File: src/rtl/sd_slv_wdx.sv
// sd_slv_wdx: SD slave write-data receiver; deserialises DAT[3:0], checks CRC16/end nibble,
// then drives the CRC status token and busy on DAT0.
module sd_slv_wdx #(
   parameter int BLK_BYTES = 512,
   parameter int BUSY_MIN  = 2
) (
   input  logic       clk,
   input  logic       rst,
   input  logic       wr_en,
   input  logic [3:0] din,
   input  logic       busy_in,
   output logic [7:0] byte_out,
   output logic       byte_vld,
   output logic       blk_done,
   output logic       crc_err,
   output logic       dout0,
   output logic       doe0,
   output logic       idle
);
   localparam logic [2:0] S_IDLE = 3'd0, S_HUNT = 3'd1, S_DATA = 3'd2, S_CRC = 3'd3,
                          S_END  = 3'd4, S_GAP  = 3'd5, S_STAT = 3'd6, S_BUSY = 3'd7;
   localparam logic [11:0] LAST = 12'(2 * BLK_BYTES - 1);
   localparam logic [11:0] BMIN = 12'(BUSY_MIN);
   // token bits indexed by STAT cycle: 0,0,1,0,1 accepted / 0,1,0,1,1 CRC error
   localparam logic [4:0] TOK_OK = 5'b10100, TOK_ER = 5'b11010;

   logic [2:0]  st_q, st_d;
   logic [11:0] cnt_q, cnt_d;
   logic [3:0]  din_q;
   logic [15:0] crc_q [4];
   logic [15:0] crc_d [4];
   logic        err_q, err_d;
   logic [7:0]  byte_q, byte_d;
   logic        vld_q, vld_d, done_q, done_d, cerr_q, cerr_d;
   logic        drive;
   logic [4:0]  tok;

   function automatic logic [15:0] crc_nx(input logic [15:0] c, input logic b);
      return {c[14:0], 1'b0} ^ ({16{c[15] ^ b}} & 16'h1021);
   endfunction

   // busy is held while the minimum has not elapsed or memory is still programming
   assign drive = (st_q == S_BUSY) && ((cnt_q < BMIN) || busy_in);
   assign tok   = err_q ? TOK_ER : TOK_OK;

   always_comb begin
      st_d   = st_q;
      cnt_d  = cnt_q + 12'd1;
      crc_d  = crc_q;
      err_d  = err_q;
      byte_d = byte_q;
      vld_d  = 1'b0;
      done_d = 1'b0;
      cerr_d = 1'b0;
      case (st_q)
         S_IDLE: begin
            cnt_d = '0;
            st_d  = wr_en ? S_HUNT : S_IDLE;
         end
         S_HUNT: begin
            cnt_d = '0;
            err_d = 1'b0;
            for (int i = 0; i < 4; i++) crc_d[i] = '0;
            st_d  = (din_q == 4'h0) ? S_DATA : S_HUNT;
         end
         S_DATA: begin
            for (int i = 0; i < 4; i++) crc_d[i] = crc_nx(crc_q[i], din_q[i]);
            if (cnt_q[0]) begin
               byte_d[3:0] = din_q;
               vld_d       = 1'b1;
            end else
               byte_d[7:4] = din_q;
            if (cnt_q == LAST) begin
               st_d  = S_CRC;
               cnt_d = '0;
            end
         end
         S_CRC: begin
            for (int i = 0; i < 4; i++)
               if (din_q[i] != crc_q[i][~cnt_q[3:0]]) err_d = 1'b1;
            if (cnt_q[3:0] == 4'd15) begin
               st_d  = S_END;
               cnt_d = '0;
            end
         end
         S_END: begin
            done_d = 1'b1;
            cerr_d = err_q | (din_q != 4'hf);
            err_d  = cerr_d;
            st_d   = S_GAP;
            cnt_d  = '0;
         end
         S_GAP: if (cnt_q == 12'd1) begin
            st_d  = S_STAT;
            cnt_d = '0;
         end
         S_STAT: if (cnt_q == 12'd4) begin
            st_d  = err_q ? S_IDLE : S_BUSY;
            cnt_d = '0;
         end
         default: begin
            cnt_d = (cnt_q < BMIN) ? cnt_q + 12'd1 : cnt_q;
            if (!drive) st_d = wr_en ? S_HUNT : S_IDLE;
         end
      endcase
      // dropping wr_en before the status phase abandons the block silently
      if (!wr_en && st_q >= S_HUNT && st_q <= S_END) begin
         st_d   = S_IDLE;
         byte_d = byte_q;
         vld_d  = 1'b0;
         done_d = 1'b0;
         cerr_d = 1'b0;
      end
   end

   always_ff @(posedge clk) begin
      if (rst) begin
         st_q   <= S_IDLE;
         cnt_q  <= '0;
         din_q  <= '0;
         crc_q  <= '{default: '0};
         err_q  <= 1'b0;
         byte_q <= '0;
         vld_q  <= 1'b0;
         done_q <= 1'b0;
         cerr_q <= 1'b0;
      end else begin
         st_q   <= st_d;
         cnt_q  <= cnt_d;
         din_q  <= din;
         crc_q  <= crc_d;
         err_q  <= err_d;
         byte_q <= byte_d;
         vld_q  <= vld_d;
         done_q <= done_d;
         cerr_q <= cerr_d;
      end
   end

   assign byte_out = byte_q;
   assign byte_vld = vld_q;
   assign blk_done = done_q;
   assign crc_err  = cerr_q;
   assign doe0     = (st_q == S_STAT) || drive;
   assign dout0    = (st_q == S_STAT) ? tok[cnt_q[2:0]] : !drive;
   assign idle     = (st_q == S_IDLE);
endmodule

File: config.mk
export PLATFORM = sky130hd
export DESIGN_NAME = sd_slv_wdx
export DESIGN_NICKNAME = d
export VERILOG_FILES = /design/src/rtl/sd_slv_wdx.sv
export SDC_FILE = /design/constraint.sdc
export NUM_CORES = 1
export LEC_CHECK = 0
export ABC_CLOCK_PERIOD_IN_PS = 4300
export BUFFER_PORTS_ARGS = -buffer_cell sky130_fd_sc_hd__buf_2
export CAP_MARGIN = 15
export CORE_ASPECT_RATIO = 0.75
export CORE_UTILIZATION = 50
export DETAILED_ROUTE_END_ITERATION = 10
export PLACE_DENSITY = 0.67
export RECOVER_POWER = 100
export SLEW_MARGIN = 20
export SYNTH_ARGS = -nofsm -noshare
export SYNTH_HDL_FRONTEND = slang
export SYNTH_SLANG_ARGS = --single-unit
File: constraint.sdc
create_clock -name clk -period 4.3 [get_ports clk]
set_input_delay 0.215 -clock clk [delete_from_list [all_inputs] [get_ports clk]]
set_output_delay 0.215 -clock clk [all_outputs]
set_load 0.01 [all_outputs]
==> impl_metrics.csv, run 1 <==
group,metric,value,unit
sta,fin_skew,5.91,ps
yosys,yosys-top-cells-area,"dfxtp_1 42%, a22oi_1 10%, nor2_1 8.5%",
routing,post-route-drc-count,0,
yosys,syn_inst,491,
routing,num_vias,3555,
outcome,violations,"max-capacitance violations, max-slew violations",
routing,drt_pre_antenna_iters,5,
power,power_density,482,nW/µm²
global_routing,grt_pass1_vias,3244,
cells_and_area,final_area,4890,µm²
cells_and_area,syn2layout_area_growth,8.95,%
sta,drv_slew,84,
sta,max_slew_margin,-1.32,
critical_path,slowest_stage,"dfxtp_1",
cts,clk_pin_slew,70,ps
hold_path,hp-class,"primary input to flip-flop",
yosys,yosys.cell_count.top_type,"nor2_1",
global_routing,grt_busiest_layer,"met2",
global_routing,grt_pass1_wl,16.2,mm
global_routing,overflow,0,
cts,cts_resized,0,
floorplanning,die_w,111,µm
sta,worst_slack,1200,ps
cells_and_area,fill_cells,769,
placed_design,place_area,4590,µm²
yosys,synth.cell_area,4490,µm²
routing,drt_wl_total,9.61,mm
hold_path,holdPathStages,2,
cells_and_area,layout.nets,499,
yosys,synth_edf_count,0,
placed_design,portBuffers,21,
global_routing,use_met1,0.307,
cells_and_area,drive_above_1_share,0.0978,
sta,finalSetupTns,0,ps
cts,cts_buffers,9,
global_routing,grt_use_met2,0.333,
critical_path,start_kind,"flip-flop",
floorplanning,std_cell_rows,29,
power,ir_drop,0.000363,V
critical_path,crit_path_max_incr_delay,570,ps
yosys,synthArstFlopShare,0,
yosys,synth_flop_cell,"dfxtp_1",
cts,clockRootBuffer,"clkbuf_16",
cts,cts_setup_buffers,0,
yosys,ys_ff_latch,95,
yosys,synth_cell_types,54,
placed_design,place_ws,1480,ps
global_routing,grtUsageTotal,0.218,
outcome,status,"finished with violations",
floorplanning,ioPinCount,22,
cts,holdBufCountCts,0,
yosys,synth_nets,504,
critical_path,reg2regPathDepth,8,
sta,fin_crit_sh,0.721,
cells_and_area,antennaDiodeCount,0,
routing,wl_per_cell,16.1,µm
cts,htreeDepth,3,
sta,setup_viol,0,
hold_path,whs_endpoint,"din_q[0]",
cts,clock_latency,340,ps
placed_design,dp_hpwl,6.38,mm
floorplanning,core_area,8560,µm²
floorplanning,dieArea,9360,µm²
critical_path,cp-end-kind,"flip-flop",
power,p_leak,1.72,nW
sta,hold_slack,74.3,ps
routing,vias_per_cell,5.93,
sta,max_slew.worst_pin.slew,3480,ps
floorplanning,die_y,84.0,µm
yosys,synth_top_area_cell,"dfxtp_1",
cts,clockBufferDepth,2,
cts,cts_sinks,95,
sta,min_period,3100,ps
routing,ant_nets,0,
global_routing,antenna_found_initial,0,
critical_path,rrSetupSlack,1200,ps
sta,fmax,323,MHz
sta,rsz0062_at_grt,"false",
critical_path,cp_max_fo,17,
cts,cts_tree,"built",
sta,hold_viol,0,
yosys,synth.top_cells.by_count,"102 x nor2_1, 95 x dfxtp_1, 62 x a22oi_1",
run,maxCapViolCount,1,
critical_path,path_class,"flip-flop to flip-flop",
critical_path,worst_r2r_startpoint,"cnt_q[1]",
yosys,syn_avg_cell_area,9.14,µm²
critical_path,crit_required,4390,ps
global_routing,grt_max_degree,84,
cells_and_area,post-route-util,0.571,
global_routing,grt_util_met3,0.0530,
placed_design,routabilityCongestion,0.886,
critical_path,worstReg2RegEnd,"cnt_q[1]",
floorplanning,initial_core_util,0.524,
yosys,ys.warnings.count,0,
critical_path,worstPathArrival,3190,ps
yosys,synth_top_area_frac,0.424,
hold_path,hold_start,"din[0]",
yosys,ys_seq_area_frac,0.424,
routing,drtIter0Drc,329,
critical_path,path_cells,"inv_1 -> ha_1 -> and2_0 -> a41oi_1 -> a31oi_1 -> nand2_1 -> o31ai_4 -> o32ai_1",
[area by class of cell]
type | instances | area, µm² | share of cell area
Multi-Input combinational cell | 349 | 2390 | 0.490
Sequential cell | 95 | 1900 | 0.389
Clock buffer | 9 | 225 | 0.0461
Tap cell | 108 | 135 | 0.0276
Timing Repair Buffer | 25 | 114 | 0.0233
Clock inverter | 7 | 95.1 | 0.0195
Inverter | 6 | 22.5 | 0.00461
[registers in the layout, indices dropped and copies added (netlist names)]
signal and flops:
blk_done 1, byte_out 8, byte_vld 1, cnt_q 12, crc_err 1, crc_q 64, din_q 4, err_q 1
st_q 3
[power breakdown]
part / internal, W / switching, W
clock network: 0.000510 / 0.000336
registers: 0.000916 / 0.0000841
logic: 0.000166 / 0.000344
[cell families (layout without fill, tap and decap cells)]
group / after synthesis / in the layout / share of synthesized area
adder cells (fa/ha/maj): 5 / 5 / 0.0139
XOR/XNOR: 23 / 23 / 0.0449
buffers and inverters: 47 / 47 / 0.0446
AO/OA/AOI/OAI: 111 / 111 / 0.180
multiplexers: 31 / 31 / 0.111
flip-flops: 95 / 95 / 0.424
AND/OR/NAND/NOR: 179 / 179 / 0.182
[worst max path at each step]
stage                   from  slack (ps)        to
finish              cnt_q[1]        1200  cnt_q[1]
global route             rst         850     err_q
CTS                 cnt_q[2]        1480     err_q
detailed placement  cnt_q[2]        1480     err_q
global placement    cnt_q[2]        1610     err_q
floorplan           cnt_q[1]        2090  cnt_q[1]
[per-layer routing]
layer,share of wire,vias up
met4,0.011,0
met3,0.052,10
met1,0.48,1698
met2,0.45,93
met5,0,-
li1,-,1754
[cell usage in the layout, fill, tap and decap left out, types with 10 or more instances in the layout]
cell      netlist  routed
nand4_1        10      10
nand2_1        25      25
a21oi_1        14      14
nor2_1        102     102
a22oi_1        62      62
xnor2_1        14      14
dfxtp_1        95      95
nor2b_1        13      13
mux2i_1        14      14
mux4_2         12      12
clkbuf_1       33      15
[critical path: cells and delay by family, from the launching register on]
| family | cells | cell delay, ps |
|---|---|---|
| adder cells (fa/ha/maj) | 1 | 200 |
| flip-flops | 1 | 570 |
| AO/OA/AOI/OAI | 4 | 1320 |
| buffers and inverters | 1 | 400 |
| AND/OR/NAND/NOR | 2 | 340 |
[per-stage QoR]
stage,cells,total power (W)
5_1_grt,599,0.00248
6_report,599,0.00236
3_3_place_gp,583,0.00153
3_5_place_dp,583,0.00153
4_1_cts,599,0.00238
2_1_floorplan,491,0.00142
No activity file was read; power rests on OpenSTA's default activity.
==> run 2, diff against run 1 <==
--- a/config.mk
+++ b/config.mk
@@ -5,7 +5,8 @@
 export SDC_FILE = /design/constraint.sdc
 export NUM_CORES = 1
 export LEC_CHECK = 0
-export ABC_CLOCK_PERIOD_IN_PS = 4300
+export ABC_AREA = 1
+export ABC_CLOCK_PERIOD_IN_PS = 3150
 export BUFFER_PORTS_ARGS = -buffer_cell sky130_fd_sc_hd__buf_2
 export CAP_MARGIN = 15
 export CORE_ASPECT_RATIO = 0.75
==> constraint.sdc (replaced) <==
create_clock -name clk -period 3.15 [get_ports clk]
set_input_delay 0.1575 -clock clk [delete_from_list [all_inputs] [get_ports clk]]
set_output_delay 0.1575 -clock clk [all_outputs]
set_load 0.01 [all_outputs]
==> impl_metrics.csv, run 2 <==
group,metric,value,unit
critical_path,crit_path_max_incr_delay,740,ps
sta,max_slew_margin,0.00514,
global_routing,grt_max_degree,73,
sta,rsz0062_at_grt,"false",
placed_design,dpl.cell_count,848,
global_routing,overflow,0,
cts,cts_buffers,9,
cts,cts_tree,"built",
sta,fin_crit_sh,0.810,
sta,worst_slack,600,ps
critical_path,start_kind,"flip-flop",
placed_design,portBuffers,21,
cells_and_area,fill_cells,939,
yosys,synth_cell_types,37,
run,maxCapViolCount,0,
yosys,synth_xor_area_frac,0.0129,
critical_path,cpMostUsedCell,"nand2_1",
sta,hold_viol,0,
yosys,synthMuxAreaShare,0,
cts,clockBufferDepth,2,
yosys,yosys-top-cells-area,"dfxtp_1 40%, nand2_1 20%, a21oi_1 8.7%",
sta,setup_viol,0,
yosys,yosys.area_share.simple,0.336,
yosys,synth_nets,741,
routing,vias_per_cell,5.12,
cells_and_area,layout_common_cells,"254 x nand2_1, 95 x dfxtp_1, 83 x a21oi_1",
cts,htreeDepth,3,
cells_and_area,drive_above_1_share,0.0612,
yosys,synth_flop_cell,"dfxtp_1",
power,p_leak,2.02,nW
placed_design,dp_hpwl,7.44,mm
floorplanning,die_w,115,µm
yosys,syn_avg_cell_area,6.54,µm²
critical_path,path_cells,"ha_1 -> nand2_1 -> nor3_1 -> nand2_2 -> nor2_1 -> nand2_1 -> nand2_1 -> nand3_2 -> nor2_2 -> nand2_1 -> nand3_1 -> a21oi_1",
hold_path,hp-class,"primary input to flip-flop",
cells_and_area,antennaDiodeCount,0,
routing,drt_wl_total,11.4,mm
cells_and_area,top_register,"crc_q",
yosys,ys_seq_area_frac,0.399,
sta,drv_slew,0,
critical_path,crit_buf_inv,0,
cts,clockRootBuffer,"clkbuf_16",
routing,drt_pre_antenna_iters,5,
critical_path,path_class,"flip-flop to flip-flop",
yosys,synthArstFlopShare,0,
critical_path,cp_max_fo,16,
cells_and_area,stdcell_count,863,
floorplanning,ioPinCount,22,
sta,finalSetupTns,0,ps
placed_design,routabilityCongestion,0.874,
yosys,synth_top_family_by_area,"simple AND/OR/NAND/NOR gates",
yosys,synth_top_area_cell,"dfxtp_1",
sta,fin_skew,4.89,ps
yosys,synth.top_cells.by_count,"253 x nand2_1, 95 x dfxtp_1, 83 x a21oi_1",
cells_and_area,post-route-util,0.564,
cells_and_area,syn2layout_area_growth,8.59,%
yosys,synth.cell_area,4760,µm²
floorplanning,die_y,86.5,µm
power,ir_drop,0.000399,V
critical_path,crit_required,3300,ps
cells_and_area,layout.nets,744,
cells_and_area,layout_commonest_cell,"nand2_1",
floorplanning,initial_core_util,0.520,
critical_path,slowest_stage,"dfxtp_1",
sta,max_slew.worst_pin.slew,1490,ps
yosys,synth-adder-area-share,0.0131,
yosys,syn_inst,728,
critical_path,cp-end-kind,"flip-flop",
yosys,synth_edf_count,0,
cts,cts_setup_buffers,0,
routing,wl_per_cell,13.2,µm
cts,cts_sinks,95,
floorplanning,dieArea,9920,µm²
sta,min_period,2550,ps
floorplanning,core_area,9160,µm²
critical_path,cpLargestDelayFamily,"simple AND/OR/NAND/NOR gates",
global_routing,grt_pass1_wl,19.0,mm
routing,post-route-drc-count,0,
routing,ant_nets,0,
yosys,synth_top_area_frac,0.399,
yosys,ys_ff_latch,95,
cells_and_area,register_area,1900,µm²
cells_and_area,largest_reg_flops,64,
yosys,synth-compound-area-share,0.136,
cts,clk_pin_slew,70,ps
cts,clock_latency,340,ps
yosys,yosys.cell_count.top_type,"nand2_1",
global_routing,grtUsageTotal,0.244,
cts,holdBufCountCts,0,
outcome,status,"completed",
routing,drtIter0Drc,321,
global_routing,grt_pass1_vias,3894,
critical_path,worstPathArrival,2700,ps
routing,num_vias,4416,
floorplanning,std_cell_rows,30,
placed_design,place_area,4910,µm²
sta,fmax,392,MHz
cells_and_area,multi_input_comb_area,2370,µm²
cells_and_area,final_area,5170,µm²
yosys,ys.warnings.count,0,
power,power_density,576,nW/µm²
cts,cts_resized,0,
global_routing,antenna_found_initial,0,
placed_design,place_ws,723,ps
-- run 2: cell count changes after synthesis, moves of 14 or more --
| cell | delta |
|---|---|
| nor2_1 | -50 |
| clkbuf_1 | -19 |
| inv_1 | +72 |
| o21ai_0 | +23 |
| nand2_1 | +228 |
| mux2i_1 | -14 |
| nand3_1 | +37 |
| a22oi_1 | -62 |
| a21oi_1 | +69 |
-- run 2: final cells by class --
class	instances	share of cell area
clock buffers	11	0.0470
clock inverters	4	0.0106
inverters	80	0.0583
multi-input cells	518	0.458
flip-flops and latches	95	0.368
well taps	128	0.0310
repair buffers	27	0.0276
-- run 2: path summary, 6_finish.rpt --
path	slack, ps	endpoint	start	depth (start not counted)
setup / recovery	600	cnt_q[1]	cnt_q[0]	12
hold reg to reg	450	byte_out[5]	byte_out[5]	2
hold / removal	20	din_q[1]	din[1]	3
setup reg to reg	600	cnt_q[1]	cnt_q[0]	12
-- run 2: kinds of logic (layout without fill, tap and decap cells) --
kind of cell | after synthesis | count (layout)
AOI/OAI and AO/OA | 126 | 126
xor gates and xnor gates | 7 | 7
adders and majority gates | 5 | 5
buffers and inverters | 115 | 122
DFF | 95 | 95
and+or+nand+nor | 380 | 380
-- run 2: tightest hold or removal path, delay by kind of cell --
family / cells / cell delay [ps]
buffers and inverters: 2 / 100
and+or+nand+nor: 1 / 70
-- run 2: power breakdown --
group          internal, W  switching, W  total (W)  leakage [nW]
Sequential         0.00125     0.0000532    0.00130         0.767
Clock             0.000637      0.000462    0.00110         0.142
Combinational     0.000163      0.000410   0.000573          1.11
Total              0.00205      0.000925    0.00298          2.02
-- run 2: per-layer routing --
| layer | share of wire | GRT usage | vias up |
|---|---|---|---|
| met1 | 0.50 | 0.339 | 2011 |
| li1 | - | - | 2301 |
| met3 | 0.044 | 0.0573 | 10 |
| met2 | 0.45 | 0.380 | 94 |
| met4 | 0.0090 | 0.0626 | 0 |
| met5 | 0 | 0 | - |
-- run 2: through the flow --
| step | power, W | hold WS [ps] |
|---|---|---|
| after floorplan | 0.00175 | 264 |
| after global placement | 0.00190 | 358 |
| after detailed placement | 0.00191 | 367 |
| after CTS | 0.00301 | 9.62 |
| after global routing | 0.00312 | 14.3 |
| final | 0.00298 | 19.9 |
